<file path="src/rtl/ram_access_ctrl.sv">
// rtl/ram_access_ctrl.sv - byte-laned load/store initiator for an 8192x32 synchronous RAM
//
// Accepts byte/halfword/word loads and stores at byte granularity. Accesses that
// cross a word boundary are split into two RAM cycles, and the two read words are
// merged. Loads are sign- or zero-extended.
//
// Optional feature macro: RAM_ACCESS_MISALIGN_TRAP_EN
//   defined   : crossing requests issue no RAM cycle and complete with err = 1
//   undefined : crossing requests are split; err is constant 0
//
// Ports:
//   clk, reset_b          clock, asynchronous active-low reset
//   req                   one-cycle request strobe (sampled in IDLE only)
//   we, size, sgn         store enable, 00/01/10(11) = byte/half/word, sign-extend
//   addr, wdata           byte address, right-justified store data
//   busy, ack, err        busy until ack inclusive, completion pulse, trap pulse
//   rdata                 load result, held until the next load ack
//   ram_address, ram_din  RAM word address and write data (registered)
//   ram_dout              RAM read data, valid the cycle after the read edge
//   ram_rnw, ram_cs_b     read/not-write, active-low byte lane selects
module ram_access_ctrl #(
  parameter int AW = 15,
  parameter int DW = 32
) (
  input  logic          clk,
  input  logic          reset_b,
  input  logic          req,
  input  logic          we,
  input  logic [1:0]    size,
  input  logic          sgn,
  input  logic [AW-1:0] addr,
  input  logic [DW-1:0] wdata,
  output logic          busy,
  output logic          ack,
  output logic [DW-1:0] rdata,
  output logic          err,
  output logic [AW-3:0] ram_address,
  output logic [DW-1:0] ram_din,
  input  logic [DW-1:0] ram_dout,
  output logic          ram_rnw,
  output logic [3:0]    ram_cs_b
);

`ifdef RAM_ACCESS_MISALIGN_TRAP_EN
  localparam bit TRAP_EN = 1'b1;
`else
  localparam bit TRAP_EN = 1'b0;
`endif

  typedef enum logic [2:0] {
    S_IDLE = 3'd0,
    S_A1   = 3'd1,
    S_A2   = 3'd2,
    S_W    = 3'd3,
    S_DONE = 3'd4
  } state_t;

  state_t state, state_nxt;

  // Captured request
  logic       cap_we;
  logic [1:0] cap_size;
  logic       cap_sgn;
  logic [1:0] cap_off;
  logic       cap_cross;
  logic       cap_trap;
  logic [3:0] cap_lanes2;
  logic [DW-1:0] word1;

  // Request decode, evaluated on the live inputs at the accept edge
  logic [3:0]    base_lanes;
  logic [7:0]    lanes_in;
  logic          cross_in;
  logic [DW-1:0] din_in;
  logic          accept;

  always_comb begin
    base_lanes = 4'b1111;
    case (size)
      2'b00:   base_lanes = 4'b0001;
      2'b01:   base_lanes = 4'b0011;
      default: base_lanes = 4'b1111;
    endcase
  end

  // Lanes 7:4 of the shifted mask are the lanes 3:0 of the following word
  assign lanes_in = {4'b0000, base_lanes} << addr[1:0];
  assign cross_in = |lanes_in[7:4];
  // Rotate left by 8*off: upper half of the doubled word shifted left
  assign din_in   = DW'(({wdata, wdata} << {addr[1:0], 3'b000}) >> DW);
  assign accept   = (state == S_IDLE) && req;

  // Load merge
  logic [63:0]   pair;
  logic [DW-1:0] shifted;
  logic [DW-1:0] load_val;

  always_comb begin
    pair     = cap_cross ? {ram_dout, word1} : {32'h0, ram_dout};
    shifted  = DW'(pair >> {cap_off, 3'b000});
    load_val = shifted;
    case (cap_size)
      2'b00:   load_val = {{24{cap_sgn & shifted[7]}}, shifted[7:0]};
      2'b01:   load_val = {{16{cap_sgn & shifted[15]}}, shifted[15:0]};
      default: load_val = shifted;
    endcase
  end

  // FSM: state register
  always_ff @(posedge clk or negedge reset_b) begin
    if (!reset_b) state <= S_IDLE;
    else          state <= state_nxt;
  end

  // FSM: next state
  always_comb begin
    state_nxt = state;
    case (state)
      S_IDLE: if (req) state_nxt = S_A1;
      S_A1: begin
        if (cap_trap)       state_nxt = S_DONE;
        else if (cap_cross) state_nxt = S_A2;
        else if (cap_we)    state_nxt = S_DONE;
        else                state_nxt = S_W;
      end
      S_A2:    state_nxt = cap_we ? S_DONE : S_W;
      S_W:     state_nxt = S_DONE;
      S_DONE:  state_nxt = S_IDLE;
      default: state_nxt = S_IDLE;
    endcase
  end

  // FSM: outputs
  always_comb begin
    busy = (state != S_IDLE);
    ack  = (state == S_DONE);
    err  = (state == S_DONE) && cap_trap;
  end

  // Datapath and registered RAM port
  always_ff @(posedge clk or negedge reset_b) begin
    if (!reset_b) begin
      cap_we      <= 1'b0;
      cap_size    <= 2'b00;
      cap_sgn     <= 1'b0;
      cap_off     <= 2'b00;
      cap_cross   <= 1'b0;
      cap_trap    <= 1'b0;
      cap_lanes2  <= 4'h0;
      word1       <= '0;
      rdata       <= '0;
      ram_address <= '0;
      ram_din     <= '0;
      ram_rnw     <= 1'b1;
      ram_cs_b    <= 4'hF;
    end else begin
      case (state)
        S_IDLE: begin
          if (accept) begin
            cap_we      <= we;
            cap_size    <= size;
            cap_sgn     <= sgn;
            cap_off     <= addr[1:0];
            cap_cross   <= cross_in;
            cap_trap    <= TRAP_EN && cross_in;
            cap_lanes2  <= lanes_in[7:4];
            ram_address <= addr[AW-1:2];
            ram_din     <= din_in;
            if (TRAP_EN && cross_in) begin
              ram_cs_b <= 4'hF;
              ram_rnw  <= 1'b1;
            end else begin
              ram_cs_b <= ~lanes_in[3:0];
              ram_rnw  <= ~we;
            end
          end
        end
        S_A1: begin
          if (cap_cross && !cap_trap) begin
            // Second word; 13-bit add wraps 8191 -> 0
            ram_address <= ram_address + 1'b1;
            ram_cs_b    <= ~cap_lanes2;
          end else begin
            ram_cs_b <= 4'hF;
            ram_rnw  <= 1'b1;
          end
        end
        S_A2: begin
          ram_cs_b <= 4'hF;
          ram_rnw  <= 1'b1;
          // Data for the A1 read is on ram_dout during A2
          if (!cap_we) word1 <= ram_dout;
        end
        S_W: begin
          rdata <= load_val;
        end
        default: ;
      endcase
    end
  end

endmodule

</file>
<file path="config.mk">
export PLATFORM = sky130hd
export DESIGN_NAME = ram_access_ctrl
export DESIGN_NICKNAME = d
export VERILOG_FILES = /design/src/rtl/ram_access_ctrl.sv
export SDC_FILE = /design/constraint.sdc
export NUM_CORES = 1
export LEC_CHECK = 0
export BUFFER_PORTS_ARGS = -buffer_cell sky130_fd_sc_hd__buf_4
export CORE_MARGIN = 10
export CORE_UTILIZATION = 40
export DETAILED_ROUTE_END_ITERATION = 7
export GPL_ROUTABILITY_DRIVEN = 1
export SYNTH_ARGS = -nofsm -noshare
export SYNTH_HDL_FRONTEND = slang
export SYNTH_SLANG_ARGS = --single-unit
</file>
<file path="constraint.sdc">
create_clock -name clk -period 2.5 [get_ports clk]
set_input_delay 0.25 -clock clk [delete_from_list [all_inputs] [get_ports clk]]
set_output_delay 0.25 -clock clk [all_outputs]
set_load 0.1 [all_outputs]
</file>
==> summary.txt, run 1 <==
Setup path
  – Crit Path Max Fanout: 16
  – Largest delay share family, worst path: multiplexers
  – Required time worst endpoint: 2760 ps
  – Critical path class: reg2reg
  – CP endpoint kind: flip-flop
  – Reg2reg end: rdata[17]
  – Highest-delay cell along the critical path: mux4_2
  – Worst setup SP type: flip-flop
  – Buffers & Inverters on Critical Path: 1
  – R2R depth: 5
  – Reg2reg setup slack: 420 ps
  – Critical-path cell list: buf_4 > mux2_2 > mux4_2 > nand4b_4 > a41oi_1
  – Worst path max stage delay: ~510 ps
  – CP Data Arrival Time: between 2000 and 2500 ps
  – Worst r2r src: cap_cross

Flow run
  – Max Cap Viol: 0

Global routing
  – Vias in the first global route: 6,325
  – Most Crowded Layer GR: met2
  – Initial antenna violation count: 0
  – GRT met2 Usage: around 30%
  – M1 GR Usage: 20.6%
  – Total gr overflow: 0
  – Met3 Track Usage GR: under 10%
  – GR Util All Layers: 17.6%
  – Largest net degree at the start of global routing: between 60 and 70
  – Global-route wire length before repair: ~34,000 um

Synthesis
  – Mapped cell area: approximately 7500 um^2
  – Cells after Synth: 663
  – Syn_nets: between 700 and 800
  – Synth Flop Type: dfrtp_1
  – Seq/Total Area, Yosys: between 40% and 50%
  – Ys async rst share: 100%
  – Post-synth EDFFs: 0
  – Synth Warn #: 0
  – Flops & latches, synth: between 100 and 150
  – Distinct cells, synth: 63
  – Syn avg cell area: approximately 11 um^2

Floorplan
  – Ports: roughly 170
  – Initial Util: 40.5%
  – Die W: between 150 and 200 um
  – CORE AREA: roughly 19,000 um^2
  – Rows: 50
  – Die H: 157 um
  – Full die area: between 20,000 and 25,000 um^2

Clock network
  – Setup bufs post-CTS: 0
  – CTS tree: yes
  – Clock Tree Root: clkbuf_16
  – CTS sink cnt: between 100 and 150
  – H-tree levels: 4
  – CTS clk-pin slew, worst paths: 60 ps
  – Bufs on Longest Clock Path: 2
  – CTS Buf Count: 17
  – Clock Latency Late Sink: between 400 and 500 ps

STA
  – TNS Setup: 0 ps
  – RSZ-0062 raised after global routing: no
  – Slew headroom: 28.4%
  – Worst slew pin tran: about 1100 ps
  – Tcrit/Tclk final: a little over four fifths
  – F_max: 480 MHz
  – Fin crit period: around 2100 ps
  – Final Setup Violations: 0
  – Final hold viol count: 0
  – Pins Over Slew Limit: 0
  – Clk_skew: approximately 14 ps

Outcome
  – Outcome: finished clean

Routing
  – Final Routed Wirelength: approximately 21,000 um
  – Vias/cell: 5.67
  – DR iter-0 viols: 238
  – WL per Instance: 20.3 um
  – Total number of vias: roughly 6,000
  – Number of remaining DRC errors: 0
  – Remaining antenna violation count: 0
  – Pre-antenna DRT Iters: 5

Place
  – DP HPWL: 15,900 um
  – Routability cong.: about 0.89
  – Port bufs: approximately 170

Hold path
  – Hold endpoint: cap_sgn
  – HP Class: in2reg
  – HP Start: sgn
  – Hold path depth: 3

Finish
  – Commonest non-fill, non-tap cell in the layout: buf_4
  – Final nets: 899
  – Ant. Diodes: 0
  – Commonest cells after routing, fill and taps aside: buf_4 (181), dfrtp_1 (120), mux2_2 (66)
  – Layout cell share with drive strength beyond 1: approximately 43%
  – Layout area overhead: 27.8%
## cells in the mapped netlist (2+ instances only)
master,n,share of area [%]
buf_1,7,0.35
buf_4,4,0.40
clkbuf_1,21,1.0
a41oi_1,4,0.47
nand2b_1,3,0.25
nor3_1,4,0.27
buf_2,23,1.5
a21o_1,3,0.30
a21oi_1,37,2.5
a211oi_1,9,0.90
mux2i_1,50,6.6
o22ai_1,2,0.17
a31oi_1,21,1.7
and2_1,2,0.17
nand3_1,17,1.1
a41oi_2,12,2.6
buf_12,2,0.53
mux4_2,40,12
dfstp_2,5,1.7
or2_0,7,0.58
a22oi_1,2,0.20
nor2b_1,9,0.75
o21ai_1,2,0.13
a211o_1,7,0.81
nand4_1,4,0.33
nor2_1,61,3.0
dfrtp_1,122,41
o2bb2ai_1,2,0.23
mux2_2,66,9.9
nand2_1,50,2.5
inv_1,6,0.30
o21ai_0,28,1.9
## logic make-up after synthesis
kind of cell	count (synthesis)	share of synthesized area, %
AND/OR/NAND/NOR	173	11.2
multiplexers	157	28.7
AO/OA/AOI/OAI	138	13.0
flip-flops	127	42.3
buffers and inverters	65	4.50
adder cells (fa/ha/maj)	1	0.166
other	1	0.0498
XOR/XNOR	1	0.116
## metrics by stage
step / instances / utilization (%) / setup slack [ps] / area, um^2 / hold slack, ps
2_1_floorplan: 663 / - / 292 / 7530 / -45.6
3_3_place_gp: 1025 / 48.5 / 322 / 9010 / 281
3_5_place_dp: 1025 / 48.5 / 233 / 9010 / 288
4_1_cts: 1059 / 51.7 / 203 / 9610 / 27.0
5_1_grt: 1059 / 51.8 / 307 / 9620 / 61.6
6_report: 1059 / 51.8 / 416 / 9620 / 43.8
## cell type report
type                       instances  area (um^2)
fill                            1662         8960
multi-input combinational        471         4040
sequential                       127         3190
timing repair buffer             189         1500
clock buffer                      17          425
tap                              234          293
clock inverter                    15          158
inverter                           6         22.5
## registers in the layout, summed over array words and instances, names as in the netlist
name,flops
ram_din,32
cap_off,2
ram_cs_b,4
ram_rnw,1
cap_lanes2,3
word1,32
cap_sgn,1
cap_size,2
cap_we,1
rdata,32
cap_cross,1
state,3
ram_address,13
## worst min-delay path: cells and delay by family
kind                   cells  cell delay (ps)
and+or+nand+nor            2               80
buffers and inverters      1               90
## metal layers
| metal | wire (um) | share of wire [%] |
|---|---|---|
| met1 | 8570 | 40 |
| met2 | 11000 | 51 |
| met3 | 1500 | 7.0 |
| met4 | 418 | 1.9 |
| met5 | 0 | 0 |
## repair_timing
action	CTS	global route
hold buffers	2	0
gates resized for setup	0	1
setup endpoints to repair	0	1
hold endpoints to repair	36	0
## how the worst max path moves through the flow
stage                         start  slack [ps]  depth (start not counted)        end
after floorplan            state[0]         290                          3        ack
after global routing      cap_cross         310                          5  rdata[17]
after global placement    cap_cross         320                          5  rdata[16]
final                     cap_cross         420                          5  rdata[17]
after detailed placement  cap_cross         230                          5  rdata[17]
after CTS                 cap_cross         200                          5  rdata[17]
Power of run 1 is left out: the tool's default activity adds up to more than one toggle a clock period on the data nets, which glitch-free logic cannot reach.
==> run 2, diff against run 1 <==
==> constraint.sdc (replaced) <==
create_clock -name clk -period 1.73 [get_ports clk]
set_input_delay 0.173 -clock clk [delete_from_list [all_inputs] [get_ports clk]]
set_output_delay 0.173 -clock clk [all_outputs]
set_load 0.1 [all_outputs]
==> run 2 against run 1 <==
The flow now finishes with violations (setup timing). Non-clock buffer count rose by 87. Fmax grew 8.8%. Final cell count increased by 8.3%. Final area is 14% higher. Global-route usage grew 1.8 points. Count of clock-buffer cells in the layout up 4. First-iteration DRC count rose by 78%. Critical endpoint is now rdata[14]. Largest cell class unchanged.
==> summary.txt, run 2 (synthesized netlist as in run 1, its figures left out) <==
Finish
  – Cell Count, Final, Fillers Out: 1,147 (was 1,059)
  – Layout area overhead: 46.2% (was 27.8%)
  – Biggest regs: ram_din x32, rdata x32, word1 x32 (unchanged)
  – Commonest non-fill, non-tap cell in the layout: buf_4 (unchanged)
  – Commonest cells after routing, fill and taps aside: buf_4 (222), dfrtp_1 (105), nor2_1 (61) (was buf_4 (181), dfrtp_1 (120), mux2_2 (66))
  – Final nets: 987 (was 899)
  – Layout cell share with drive strength beyond 1: 50.9% (was 42.9%)
  – Ant. Diodes: 0 (unchanged)

Place
  – DP HPWL: 16,900 um (was 15,900 um)
  – Port bufs: 169 (unchanged)
  – Routability cong.: 0.866 (was 0.891)
  – Inst Count DP: 1,068 (was 1,025)
  – Pre-CTS setup slack: -239 ps (was 233 ps)

Routing
  – DRT met1 WL: 9860 um (was 8570 um)
  – Metal2 WL: 13,000 um (was 11,000 um)
  – Number of remaining DRC errors: 0 (unchanged)
  – Pre-antenna DRT Iters: 4 (was 5)
  – Vias/cell: 5.65 (was 5.67)
  – Remaining antenna violation count: 0 (unchanged)
  – Final Routed Wirelength: 24,900 um (was 21,500 um)
  – Total number of vias: 6,480 (was 6,004)
  – WL per Instance: 21.7 um (was 20.3 um)
  – Top layer in use: met4 (unchanged)
  – WL met3: 1480 um (was 1500 um)
  – DR iter-0 viols: 423 (was 238)

Clock network
  – CTS Buf Count: 17 (unchanged)
  – Clock Tree Root: clkbuf_16 (unchanged)
  – CTS tree: yes (unchanged)
  – Clock Latency Late Sink: 430 ps (was 420 ps)
  – H-tree levels: 4 (unchanged)
  – CTS sink cnt: 127 (unchanged)
  – CTS clk-pin slew, worst paths: 60 ps (about the same)
  – Bufs on Longest Clock Path: 2 (unchanged)

Setup path
  – Critical path class: reg2reg (unchanged)
  – Highest-delay cell along the critical path: mux4_2 (unchanged)
  – Worst setup SP type: flip-flop (unchanged)
  – Worst r2r src: cap_cross (unchanged)
  – Required time worst endpoint: 2080 ps (was 2760 ps)
  – CP Data Arrival Time: 2260 ps (was 2340 ps)
  – Crit Path Max Fanout: 7 (was 16)
  – Worst path max stage delay: 460 ps (was 510 ps)
  – Reg2reg end: rdata[14] (was rdata[17])
  – Reg2reg setup slack: -190 ps (was 420 ps)
  – CP endpoint kind: flip-flop (unchanged)
  – Critical-path cell list: buf_4 > buf_8 > buf_16 > mux2i_2 > mux4_2 > or2_0 > a31oi_1 (was buf_4 > mux2_2 > mux4_2 > nand4b_4 > a41oi_1)
  – R2R depth: 7 (was 5)

Hold path
  – HP Start: ram_dout[18] (was sgn)
  – HP Class: in2reg (unchanged)
  – Hold endpoint: word1[18] (was cap_sgn)
  – Hold path depth: 2 (was 3)

Global routing
  – Total gr overflow: 0 (unchanged)
  – GR Util All Layers: 19.4% (was 17.6%)
  – Largest net degree at the start of global routing: 43 (was 62)
  – Global-route wire length before repair: 37,500 um (was 34,300 um)
  – Initial antenna violation count: 0 (unchanged)
  – Vias in the first global route: 6,873 (was 6,325)

Floorplan
  – Die H: 157 um (unchanged)
  – Full die area: 24,700 um^2 (unchanged)
  – Rows: 50 (unchanged)
  – Ports: 171 (unchanged)
  – Die W: 157 um (unchanged)
  – Initial Util: 40.5% (unchanged)
  – CORE AREA: 18,600 um^2 (unchanged)

STA
  – Final hold viol count: 0 (unchanged)
  – Worst slew pin tran: 589 ps (was 1070 ps)
  – F_max: 522 MHz (was 480 MHz)
  – Setup ws final: -185 ps (was 416 ps)
  – Clk_skew: 11.4 ps (was 13.9 ps)
  – RSZ-0062 raised after global routing: yes (was no)
  – Hold Slack: 14.0 ps (was 43.8 ps)
  – Fin crit period: 1920 ps (was 2080 ps)
  – Final Setup Violations: 57 (was 0)
  – Pins Over Slew Limit: 0 (unchanged)
  – Slew headroom: 60.7% (was 28.4%)
  – Tcrit/Tclk final: 111% (was 83.3%)

Outcome
  – Failing checks: setup timing
  – Outcome: complete, but fails checks (was finished clean)

Flow run
  – Max Cap Viol: 0 (unchanged)
-- run 2: per-layer routing --
metal | track usage (%) | vias up
met5 | 0 | -
met4 | 7.48 | 0
met3 | 5.57 | 39
met2 | 33.6 | 209
met1 | 22.0 | 3254
li1 | - | 2978
-- run 2: final cells by class --
cell class                      instances  area, um^2
Timing Repair Buffer                  276        2510
Fill cell                            1521        7570
Sequential cell                       127        3220
Clock buffer                           21         470
Clock inverter                         11         179
Inverter                                6        22.5
Tap cell                              234         293
Multi-Input combinational cell        472        4320
-- run 2: per-stage QoR --
| stage | area, um^2 | util (%) | TNS (ps) |
|---|---|---|---|
| global placement | 9420 | 50.7 | -2130 |
| CTS | 10600 | 56.9 | -4210 |
| finish | 11000 | 59.2 | -4830 |
| detailed placement | 9420 | 50.7 | -2920 |
| global route | 11000 | 59.2 | -7010 |
| floorplan | 7580 | - | -1290 |
-- run 2: how the worst max path moves through the flow --
stage	from	endpoint	slack, ps	depth (start not counted)
final	cap_cross	rdata[14]	-190	7
after global routing	cap_cross	rdata[8]	-240	7
after CTS	cap_cross	rdata[17]	-180	5
after detailed placement	cap_cross	rdata[26]	-240	7
after global placement	cap_cross	rdata[26]	-170	7
after floorplan	cap_cross	rdata[22]	-120	6
-- run 2: critical path, delay by kind of cell, from the launching register on --
family          cells  cell delay [ps]
buf+inv             3              430
flops               1              420
mux                 2              610
compound gates      1              160
simple gates        1              210
-- run 2: repair_timing --
| item | in CTS | in global routing |
|---|---|---|
| setup endpoints to repair | 28 | 101 |
| hold endpoints to repair | 49 | 0 |
| setup buffers | 14 | 5 |
| pin swaps | 13 | 16 |
| gates resized for setup | 28 | 66 |
| hold buffers | 17 | 0 |
| gates cloned | 4 | 8 |
Power of run 2 is left out for the same reason.
